$ cat src/rtl/cntr_pkg.sv
// cntr_pkg: shared encodings for up_down_counter_param.
//   RM_*     : run_mode encodings (2'b11 is reserved and behaves as wrap)
//   state_t  : one-shot FSM state
package cntr_pkg;
   localparam logic [1:0] RM_WRAP    = 2'b00;
   localparam logic [1:0] RM_SAT     = 2'b01;
   localparam logic [1:0] RM_ONESHOT = 2'b10;
   typedef enum logic {ST_ARMED = 1'b0, ST_FINISHED = 1'b1} state_t;
endpackage

$ cat src/rtl/up_down_counter_param.sv
// up_down_counter_param: modulo-N up/down counter with load, enable and wrap/saturate/one-shot modes.
//   clk      : rising-edge clock
//   reset    : asynchronous active-low reset
//   en       : count enable
//   load     : synchronous parallel load (clamped to MODULUS-1), re-arms one-shot
//   mode     : 0 = up, 1 = down
//   run_mode : 00 wrap, 01 saturate, 10 one-shot, 11 wrap
//   in       : parallel load value
//   out      : registered count
//   tc       : combinational terminal count, usable as next-stage enable
//   done     : one-shot completion flag
module up_down_counter_param
   import cntr_pkg::*;
#(
   parameter int              WIDTH   = 4,
   parameter longint unsigned MODULUS = 64'd1 << WIDTH
) (
   input  logic             clk,
   input  logic             reset,
   input  logic             en,
   input  logic             load,
   input  logic             mode,
   input  logic [1:0]       run_mode,
   input  logic [WIDTH-1:0] in,
   output logic [WIDTH-1:0] out,
   output logic             tc,
   output logic             done
);
   localparam logic [WIDTH:0]   MOD  = (WIDTH+1)'(MODULUS);
   localparam logic [WIDTH:0]   TOP  = (WIDTH+1)'(MODULUS - 64'd1);
   localparam logic [WIDTH-1:0] TOPW = TOP[WIDTH-1:0];
   localparam logic [WIDTH:0]   ONE  = (WIDTH+1)'(1);
   state_t           state, next_state;
   logic [WIDTH-1:0] term, load_val, wrap_val, cnt_val, next_out;
   logic [WIDTH:0]   step;
   logic             at_term, over, hold_term, fire;
   always_comb begin
      term      = mode ? '0 : TOPW;
      at_term   = out == term;
      tc        = en & ~load & at_term;
      load_val  = {1'b0, in} >= MOD ? TOPW : in;
      // one extra bit exposes the borrow (down) or the reach of MODULUS (up)
      step      = mode ? {1'b0, out} - ONE : {1'b0, out} + ONE;
      over      = mode ? step[WIDTH] : step == MOD;
      wrap_val  = mode ? TOPW : '0;
      hold_term = run_mode == RM_SAT || run_mode == RM_ONESHOT;
      cnt_val   = over ? (hold_term ? out : wrap_val) : step[WIDTH-1:0];
      fire      = en & ~load & at_term & (run_mode == RM_ONESHOT);
      next_out  = load ? load_val : (state == ST_FINISHED || !en) ? out : cnt_val;
      next_state = load ? ST_ARMED :
                   state == ST_FINISHED ? (run_mode == RM_ONESHOT ? ST_FINISHED : ST_ARMED) :
                   fire ? ST_FINISHED : ST_ARMED;
   end
   always_ff @(posedge clk or negedge reset) begin
      if (!reset) begin
         out   <= '0;
         state <= ST_ARMED;
      end else begin
         out   <= next_out;
         state <= next_state;
      end
   end
   assign done = state == ST_FINISHED;
endmodule

$ cat config.mk
export PLATFORM = sky130hd
export DESIGN_NAME = up_down_counter_param
export DESIGN_NICKNAME = d
export VERILOG_FILES = /design/src/rtl/cntr_pkg.sv /design/src/rtl/up_down_counter_param.sv
export SDC_FILE = /design/constraint.sdc
export NUM_CORES = 1
export LEC_CHECK = 0
export ABC_AREA = 1
export CORE_AREA = 3 3 40 42
export CTS_BUF_LIST = sky130_fd_sc_hd__clkbuf_4
export CTS_CLUSTER_DIAMETER = 60
export DETAILED_ROUTE_END_ITERATION = 7
export DIE_AREA = 0 0 43 45
export GPL_TIMING_DRIVEN = 0
export PLACE_DENSITY = 0.75
export SETUP_SLACK_MARGIN = 0.15
export SLEW_MARGIN = 40
export SYNTH_ARGS = -nofsm -noshare
export SYNTH_HDL_FRONTEND = slang
export SYNTH_SLANG_ARGS = --single-unit
$ cat constraint.sdc
create_clock -name clk -period 3.72 [get_ports clk]
set_input_delay 0.93 -clock clk [delete_from_list [all_inputs] [get_ports clk]]
set_output_delay 0.93 -clock clk [all_outputs]
set_load 0.02 [all_outputs]
* Word level (Yosys, flattened, before mapping) *
Index checks and enable logic that the tools add are counted.

storage, ports and cells
  register bits after elaboration = 5
  bits of input ports = 11
  output and inout bits = 6
  logic and storage cells = 30

operators by class
  $add $sub $neg = 2
  eq/ne operators = 6
  mux-type cells = 12
  bitwise gates (word level) = 4
  reductions and logical operators = 4

operators with widths
  cell                                                                    count
  4-bit 2-to-1 mux                                                        6
  4-bit by 1-bit adder with 5-bit output (second input constant)          1
  5-bit equality test (second input constant)                             1
  1-bit 2-to-1 mux                                                        5
  5-bit 2-to-1 mux                                                        1
  4-bit by 1-bit subtractor with 5-bit output (second input constant)     1
  4-bit equality test                                                     1
  1-bit AND                                                               3
  3-bit inequality test (second input constant)                           1
  2-bit by 1-bit equality test with 1-bit output (second input constant)  1
  2-bit equality test (second input constant)                             1
  1-bit logical OR                                                        2
  2-bit inequality test (second input constant)                           1
  2-bit AND reduction                                                     1
  1-bit zero test                                                         1
  1-bit inverter                                                          1

* Depth between registers and ports, before layout *
Gate-level depths: netlist of run 1.

  depth in word-level cells = 7
  gate-level depth with buffers = 13
  depth with buffers taken out = 13

* Worst setup path before layout of run 1 *
Ideal clock, no wire load.

  kind = input to output
  start point = input mode
  end point = output tc
  arrival = 1862 ps
  data required time = 2790 ps
  path slack = 928 ps
  cell stages on the path = 3
  path buffers = 0
  cells stage by stage = ha_1 nand3_1 nor3_1

on the way
  word-level cells in the longest chain between the ends = 3

ends and longest elaborated chain
  item                 line                         RTL
  start: declaration   up_down_counter_param.sv:22  input logic mode,
  4-bit 2-to-1 mux     up_down_counter_param.sv:38  term = mode ? '0 : TOPW;
  4-bit equality test  up_down_counter_param.sv:39  at_term = out == term;
  1-bit AND            up_down_counter_param.sv:40  tc = en & ~load & at_term;
  end: declaration     up_down_counter_param.sv:26  output logic tc,

Every way passes these cells.

* Worst setup path after layout of run 1 *
Same ends and word-level chain as after synthesis.

==> metrics.txt, run 1 <==
Worst-Skew Late Latency=0.23 ns; Setup TNS=0 ns; DIE WIDTH=about 43 um; Rows=13; Critical Path RT=about 2.8 ns; vias in the first global route=roughly 520; initial antenna violation count=0; hold buffers post-CTS=0; n_diodes=0; GRT Total Usage=roughly 14%; Tmin final=3.35 ns; Layout fillers=130; P_int=188 uW; worst rel slew slack=73.7%; commonest non-fill, non-tap cell in the layout=nand2_1; Clock Tree Buf Depth=2; die area=~0.0019 mm^2; CTS H-tree depth=1; setup violators final=0; Mapped Area=roughly 530 um^2; post-route ant nets=0; fin. max-slew vios=0; Crit Path Max Fanout=9; Yosys cell types=16; worst hold slack=roughly 0.56 ns; P_sw=136 uW; Reg area=~130 um^2; Final Hold Fails=0; worst slew pin tran=a little under 0.4 ns; Top-Level Pins=17; MaxCap Viol Count=0; gr ovfl total=0; share of layout cells above drive strength 1=between 10% and 20%; Switching Share=42.0%; dpl cells=about 110; syn_nets=97; cell count after synthesis=80; Hold EP=done$_DFF_PN0_; reg-to-reg slack, setup=1.84 ns; Final nets=around 120; dpl hpwl=1010 um; RSZ-0062 raised after global routing=false; share of the synthesized area in the top cell type=between 20% and 30%; first-pass GRT wire length=2060 um; Crit. End Element=output port; DR vias/cell=roughly 4.6; clock transition at the registers of the reported paths=0.04 ns; Logic pwr share=a little over half; # Post-CTS Setup Buffers=0; First DRT Iteration DRCs=6; Finished Cell Area=about 740 um^2; TritonCTS Sinks=5; Core Area=around 0.0013 mm^2; Syn Area/Cell=between 6 and 7 um^2; Pleak=0.000388 uW; hold path startpoint=done$_DFF_PN0_; final cell count without fillers=115; Root Driver=clkbuf_4; run status=finished, final reports clean; synth warn=0; Core Util, Final=57.4%; Post-Route WL=around 1300 um; IR drop worst, VDD=0.295 mV; reg2reg start=out[0]$_DFFE_PN0P_; clock network power share=approximately a fifth; worst min path class=reg2reg; Tcrit/Tclk final=roughly 90%; routed vias=531; routability cong.=slightly below 0.8; Post-route DRC=0; CTS tree=built; main area contributors after synthesis=dfrtp_1 24%, nand3_1 12%, nand2_1 12%, ha_1 12%, inv_1 7.8%; DR WL/cell=11.1 um; Starting Density=41.3%; commonest non-fill, non-tap cells in the layout=17 x nand2_1, 14 x clkdlybuf4s50_1, 13 x nand3_1; worst setup path class=in2out; Worst Hold Depth=2; largest net degree at the start of global routing=11; Placed Area=between 700 and 800 um^2; part of the Yosys area used for sequential elements=a little under a quarter; CP startpoint kind=input pin; Setup Skew=0.0000509 ns; Worst Path Arrival=2.42 ns; Seq cells post-synth=5; Synth-to-Final Area Change=38.9%; cell taking the most area after synthesis=dfrtp_1; FF-to-FF path depth=13; die span in y=45 um; multi-input logic area=353 um^2; fmax=approximately 300 MHz; DR pass1 iterations=3; Pwr Density=approximately 440 mW/mm^2; worst r2r dst=out[1]$_DFFE_PN0P_; input/output buffers=16; Seq pwr share=25.3%; CTS Buf Count=3
## power by group through the flow
stage / Combinational (uW) / Clock (uW) / Sequential, uW
detailed placement: 177 / 0 / 81.2
finish: 176 / 66.1 / 82.1
floorplan: 107 / 0 / 90.4
global route: 197 / 74.7 / 83.0
global placement: 173 / 0 / 80.9
CTS: 177 / 69.9 / 80.9
## cells in the mapped netlist
master / number
a21oi_1: 5
a31oi_1: 1
buf_4: 1
dfrtp_1: 5
fa_1: 1
ha_1: 5
inv_1: 11
inv_2: 1
nand2_1: 17
nand2_2: 6
nand2_4: 2
nand3_1: 13
nor2_1: 9
nor2_2: 1
nor3_1: 1
o21ai_1: 1
## through the flow
stage	total power, uW	worst slack (ns)
after detailed placement	258	-0.233
after floorplan	197	0.928
after global routing	354	0.304
after global placement	254	-0.184
final	324	0.368
after CTS	328	0.358
## routing by layer
layer  track usage, %  vias up  share of wire [%]
met5                0        -                  0
met4             5.42        0                  0
met2             24.3        9                 47
met3             1.20        0                3.0
li1                 -      293                  -
met1             18.0      229                 50
## cell type report
cell class              instances  area share, %
inverters                      12           6.11
plain buffers                   1           1.02
multi-input cells              62           47.9
well taps                      15           2.55
repair buffers                 16           21.4
flip-flops and latches          5           17.0
clock buffers                   4           4.07
## how the worst max path moves through the flow
stage / slack [ns] / end / startpoint
after floorplan: 0.93 / tc / mode
after CTS: 0.36 / tc / mode
after global placement: -0.18 / tc / mode
after detailed placement: -0.23 / tc / mode
final: 0.37 / tc / mode
after global routing: 0.30 / tc / mode
## worst max-delay path: stages
cell and delay (ns):
dlygate4sd2_1 0.36, ha_1 0.42, nand3_1 0.10, nor3_1 0.24
dlygate4sd2_1 0.37
## sequential cells by signal, summed over array words and instances, names as in the netlist
register  flops
done          1
out           4
## kinds of logic (layout without fill, tap and decap cells)
group | after synthesis | in the layout | share of synthesized area, %
compound gates | 7 | 7 | 6.84
fa+ha+maj | 6 | 6 | 15.6
buf+inv | 13 | 33 | 9.91
flops | 5 | 5 | 23.6
simple gates | 49 | 49 | 44.1
## timing repair
action,in CTS,in global routing
hold endpoints to repair,0,0
endpoints found under the setup margin,1,0
gates resized for setup,2,0
(Power assumes the default switching activity.)
==> run 2: changes to the inputs <==
Settings changed: SLEW_MARGIN 40 to default.
==> results of run 2 <==
Final layout, timing and power as in run 1 (identical DEF).
